--- config.mk ---
export PLATFORM = sky130hd
export DESIGN_NAME = trng_bit_harvester
export DESIGN_NICKNAME = d
export VERILOG_FILES = /design/src/rtl/trng_bit_harvester.sv
export SDC_FILE = /design/constraint.sdc
export NUM_CORES = 1
export LEC_CHECK = 0
export ABC_AREA = 1
export CAP_MARGIN = 20
export CORE_UTILIZATION = 25
export DETAILED_ROUTE_END_ITERATION = 10
export SLEW_MARGIN = 20
export SYNTH_ARGS = -nofsm -noshare
export SYNTH_HDL_FRONTEND = slang
export SYNTH_SLANG_ARGS = --single-unit
--- constraint.sdc ---
create_clock -name clk -period 2.12 [get_ports clk]
set_input_delay 0.212 -clock clk [delete_from_list [all_inputs] [get_ports clk]]
set_output_delay 0.212 -clock clk [all_outputs]
set_load 0.03 [all_outputs]
--- src/rtl/trng_bit_harvester.sv ---
// TRNG bit harvester: gates raw metastable samples on a settled delay lock, debiases them
// (von Neumann), runs a repetition-count health test and packs bits into valid/ready words.
module trng_bit_harvester #(
    parameter int WORD_W     = 32,
    parameter int SETTLE_CYC = 64,
    parameter int REP_LIMIT  = 32,
    parameter int DROP_CNT_W = 16
) (
    input  logic                  clk,
    input  logic                  rstn,
    input  logic                  en,
    input  logic                  raw_bit,
    input  logic                  locked,
    input  logic                  delay_update,
    input  logic                  health_clr,
    output logic [WORD_W-1:0]     rnd_data,
    output logic                  rnd_valid,
    input  logic                  rnd_ready,
    output logic                  health_fail,
    output logic                  harvesting,
    output logic [DROP_CNT_W-1:0] drop_cnt
);

    localparam int SET_W = (SETTLE_CYC > 1) ? $clog2(SETTLE_CYC) : 1;
    localparam int RUN_W = $clog2(REP_LIMIT + 1);
    localparam int CNT_W = $clog2(WORD_W + 1);

    localparam logic [SET_W-1:0] SETTLE_LOAD = SET_W'(SETTLE_CYC - 1);
    localparam logic [RUN_W-1:0] REP_MAX     = RUN_W'(REP_LIMIT);
    localparam logic [CNT_W-1:0] WORD_FULL   = CNT_W'(WORD_W);

    typedef enum logic [2:0] {
        S_IDLE,
        S_WAIT_LOCK,
        S_SETTLE,
        S_HARVEST,
        S_FAIL
    } state_e;

    state_e                  state_q, state_d;
    logic [SET_W-1:0]        settle_q, settle_d;
    logic                    phase_q, phase_d;
    logic                    first_q, first_d;
    logic                    last_q, last_d;
    logic [RUN_W-1:0]        run_q, run_d;
    logic [WORD_W-1:0]       asm_q, asm_d;
    logic [CNT_W-1:0]        bit_cnt_q, bit_cnt_d;
    logic [WORD_W-1:0]       data_q, data_d;
    logic                    valid_q, valid_d;
    logic                    fail_q, fail_d;
    logic                    harv_q, harv_d;
    logic [DROP_CNT_W-1:0]   drop_q, drop_d;

    logic                    xfer;
    logic                    out_free;
    logic                    emit;
    logic                    rep_hit;
    logic [RUN_W-1:0]        run_next;
    logic [WORD_W-1:0]       asm_shift;

    always_comb begin
        // NOTE: every signal gets a default before any branch so no path leaves it unassigned (no latches).
        state_d   = state_q;
        settle_d  = settle_q;
        phase_d   = phase_q;
        first_d   = first_q;
        last_d    = last_q;
        run_d     = run_q;
        asm_d     = asm_q;
        bit_cnt_d = bit_cnt_q;
        data_d    = data_q;
        valid_d   = valid_q;
        drop_d    = drop_q;
        emit      = 1'b0;
        rep_hit   = 1'b0;
        run_next  = run_q;
        asm_shift = WORD_W'({first_q, asm_q} >> 1);

        xfer     = valid_q && rnd_ready;
        out_free = !valid_q || rnd_ready;
        if (xfer) valid_d = 1'b0;

        if (state_q == S_HARVEST) begin
            if (run_q != '0 && raw_bit == last_q)
                run_next = (run_q == REP_MAX) ? REP_MAX : run_q + 1'b1;
            else
                run_next = RUN_W'(1);
            rep_hit = (run_next == REP_MAX);
            run_d   = run_next;
            last_d  = raw_bit;
            phase_d = !phase_q;
            if (!phase_q) first_d = raw_bit;
            else          emit    = (first_q != raw_bit) && !rep_hit;

            // A full word parked in the assembly register blocks new bits until it moves out.
            if (bit_cnt_q == WORD_FULL) begin
                if (xfer) begin
                    data_d    = asm_q;
                    valid_d   = 1'b1;
                    bit_cnt_d = '0;
                end
                if (emit && drop_q != '1) drop_d = drop_q + 1'b1;
            end else if (emit) begin
                asm_d = asm_shift;
                if (bit_cnt_q == WORD_FULL - 1'b1) begin
                    if (out_free) begin
                        data_d    = asm_shift;
                        valid_d   = 1'b1;
                        bit_cnt_d = '0;
                    end else begin
                        bit_cnt_d = WORD_FULL;
                    end
                end else begin
                    bit_cnt_d = bit_cnt_q + 1'b1;
                end
            end
        end

        case (state_q)
            S_IDLE:      if (en) state_d = S_WAIT_LOCK;
            S_WAIT_LOCK: if (locked && !delay_update) begin
                             state_d  = S_SETTLE;
                             settle_d = SETTLE_LOAD;
                         end
            S_SETTLE:    if (!locked || delay_update) state_d = S_WAIT_LOCK;
                         else if (settle_q == '0)     state_d = S_HARVEST;
                         else                         settle_d = settle_q - 1'b1;
            S_HARVEST:   if (!locked || delay_update) state_d = S_WAIT_LOCK;
                         else if (rep_hit)            state_d = S_FAIL;
            S_FAIL:      if (health_clr) state_d = S_WAIT_LOCK;
            default:     state_d = S_IDLE;
        endcase
        if (!en) state_d = S_IDLE;

        if ((state_q == S_HARVEST && state_d != S_HARVEST) || state_d == S_IDLE) begin
            phase_d   = 1'b0;
            run_d     = '0;
            bit_cnt_d = '0;
            asm_d     = '0;
        end
        if (state_d == S_IDLE || state_d == S_FAIL) valid_d = 1'b0;

        fail_d = (state_d == S_FAIL);
        harv_d = (state_d == S_HARVEST);
    end

    // NOTE: sequential state uses non-blocking assignments only; the assembly register is reset like any other flop.
    always_ff @(posedge clk) begin
        if (!rstn) begin
            state_q   <= S_IDLE;
            settle_q  <= '0;
            phase_q   <= 1'b0;
            first_q   <= 1'b0;
            last_q    <= 1'b0;
            run_q     <= '0;
            asm_q     <= '0;
            bit_cnt_q <= '0;
            data_q    <= '0;
            valid_q   <= 1'b0;
            fail_q    <= 1'b0;
            harv_q    <= 1'b0;
            drop_q    <= '0;
        end else begin
            state_q   <= state_d;
            settle_q  <= settle_d;
            phase_q   <= phase_d;
            first_q   <= first_d;
            last_q    <= last_d;
            run_q     <= run_d;
            asm_q     <= asm_d;
            bit_cnt_q <= bit_cnt_d;
            data_q    <= data_d;
            valid_q   <= valid_d;
            fail_q    <= fail_d;
            harv_q    <= harv_d;
            drop_q    <= drop_d;
        end
    end

    assign rnd_data    = data_q;
    assign rnd_valid   = valid_q;
    assign health_fail = fail_q;
    assign harvesting  = harv_q;
    assign drop_cnt    = drop_q;

endmodule

==> metrics <==
Max-cap violations=0; synth warn=0; area share of the largest cell type after synthesis=0.3874; H-tree lvl count=3; port bufs=58; initial antenna violation count=0; later-pin clock latency in the skew report=0.35 ns; most common cell in the netlist=nand2_1; internal power=0.002904 W; Rows=54; WL final=13.06 mm; sw frac=0.2300; Pre-Repair DR Iteration Count=6; mapped cell area=0.005529 mm2; Via density=4.148; root buffer cell=clkbuf_16; fin nets=952; CTS tree=built; cts hold-fix bufs=0; top cells by count, synth=nand2_1 (208), inv_1 (156), nor2_1 (140); final setup vio count=0; NetSw=0.0008674 W; EDFF count, synth=0; DRC viols=0; fin crit share=0.9495; LEAKAGE=2.889 nW; CP dominant cell by count=nor2_1; clk buf depth=2; run status=finished clean; crit path max fanout=8; Multi-input gate area=0.002635 mm2; total grt overflow=0; Starting Density=0.2541; post-route ant nets=0; WP data arrival=2.25 ns; Synth area leader=dfxtp_1; Synth Flop Type=dfxtp_1; Die X-Extent=150.7 um; total power draw=0.003771 W; Req. time, crit path=2.36 ns; Max Freq=496.8 MHz; largest net degree at the start of global routing=63; All-Layer GR Usage=0.1129; power share of the clock group=0.432; Reg power frac=0.535; Mean Syn Cell Area=6.414 um2; layout cells sized above 1=0.09564; Setup crit end kind=flop; Synthesized Nets=877; WS Path Type=reg2reg; pwr/cell area=527.0 mW/mm2; Setup crit start kind=flop; Area contributors post-synth=dfxtp_1 (39%), nand2_1 (14%), inv_1 (11%); first-pass GRT wire length=20.80 mm; Worst slew margin=0.6449; Final TNS setup=0 ns; post-layout min period=2.013 ns; Core Area=0.02176 mm2; CP max stage cell=dfxtp_1; hpwl dp=8.865 mm; skew final=0.01053 ns; initial DRC count=311; ys async rst share=0; Hold Slack=0.2381 ns; die area=0.02272 mm2; CTS Sinks=107; WL per Instance=10.69 um; total number of vias=5065; io pins=59; Peak VDD IR=0.0003289 V; worst min-delay path category=in2reg; #FFs+latches synth=107; vias in the first global route=4526; Synth cell types=38; Cell Chain, Critical Path=inv_1 -> ha_1 -> nand3_2 -> inv_1 -> nor2_1 -> nand3_4 -> nand2_4 -> nand3b_4 -> buf_12 -> clkbuf_16 -> nor2_1 -> nor2_1; Reg clk slew, reported paths=0.08 ns; antenna diode count=0; CP top delay family=simple AND/OR/NAND/NOR gates; gp weighted congestion=0.8247; Mapped Cells=862; Slew Limit Fails=0; crit path buf inv count=4; Slew @ Worst Pin=0.5320 ns; Final Hold Vio Count=0; register area=0.002151 mm2; Gate power share=0.032; sequential fraction of the synthesis area=0.3874; # fillers=2329; total CTS buffers=9; die height=150.7 um; slowest cell delay on critical path=0.34 ns; Syn-to-layout area delta=29.44%
==> cell families after synthesis <==
kind of cell               synth area share
xor gates and xnor gates            0.02059
DFF                                  0.3874
buffers and inverters                0.1507
AOI/OAI and AO/OA                    0.1231
and+or+nand+nor                      0.3023
adders and majority gates           0.01584
==> routing by layer <==
metal | up-vias | wire length, um | global-route usage
met5 | - | 0 | 0
met4 | 0 | 131 | 0.03900
met3 | 8 | 279 | 0.01848
met2 | 52 | 6197 | 0.1935
met1 | 2235 | 6449 | 0.1424
li1 | 2770 | - | -
==> metrics by stage <==
step / area [um2] / worst slack, ns / cells / util
floorplan: 5529 / 0.2635 / 862 / -
global placement: 6549 / 0.002816 / 1194 / 0.3010
detailed placement: 6549 / -0.02817 / 1194 / 0.3010
CTS: 6834 / -0.006630 / 1209 / 0.3141
global route: 7157 / -0.03222 / 1221 / 0.3290
finish: 7157 / 0.1071 / 1221 / 0.3290
==> cell type report <==
class,count,area share
inverters,161,0.08479
clock inverters,5,0.006469
flip-flops and latches,107,0.3005
well taps,280,0.04895
multi-input cells,559,0.3682
clock buffers,10,0.03339
repair buffers,99,0.1577
==> tightest hold or removal path, delay by kind of cell <==
kind	cells	cell delay, ns
AO/OA/AOI/OAI	1	0.03
buffers and inverters	1	0.19
AND/OR/NAND/NOR	1	0.10
==> worst paths after layout <==
| path | from | cells after the start | end | slack [ns] |
|---|---|---|---|---|
| setup / recovery | bit_cnt_q[0] | 12 | rnd_data[6] | 0.11 |
| hold / removal | rstn | 3 | drop_cnt[10] | 0.24 |
| setup reg to reg | bit_cnt_q[0] | 12 | rnd_data[6] | 0.11 |
| hold reg to reg | settle_q[0] | 1 | settle_q[0] | 0.46 |
==> cells in the final DEF, fill, tap and decap left out, drive strengths merged, types with 6 or more instances in the layout <==
cell           synthesis  routed
xor2                  10      10
dfxtp                107     107
nand2                211     211
nand4                  6       6
a21oi                 25      25
inv                  159     161
buf                   24      36
nor3                  14      14
nor2                 143     143
o21ai                 90      90
ha                     7       7
a31oi                  6       6
clkbuf                11      16
clkdlybuf4s50          0      57
nand3                 33      33
==> power by group through the flow <==
| stage | sequential, W | combinational [W] | clock (W) |
|---|---|---|---|
| final | 0.00202 | 0.000122 | 0.00163 |
| after global routing | 0.00202 | 0.000134 | 0.00177 |
| after CTS | 0.00202 | 0.000123 | 0.00169 |
| after floorplan | 0.00207 | 0.0000692 | 0 |
| after global placement | 0.00207 | 0.000122 | 0 |
| after detailed placement | 0.00207 | 0.000122 | 0 |
==> flip-flops by register name, indices dropped and copies added (netlist names), 3 cells and up <==
signal / flops
asm_q: 32
state_q: 3
run_q: 6
settle_q: 6
drop_cnt: 16
bit_cnt_q: 6
rnd_data: 32
==> timing repair <==
| item | in CTS | in global routing |
|---|---|---|
| gates resized for setup | 0 | 31 |
| endpoints found under the setup margin | 8 | 96 |
| pin swaps | 0 | 6 |
| buffers inserted | 0 | 4 |
| gates cloned | 0 | 8 |
Power figures use the tool's default switching activity.
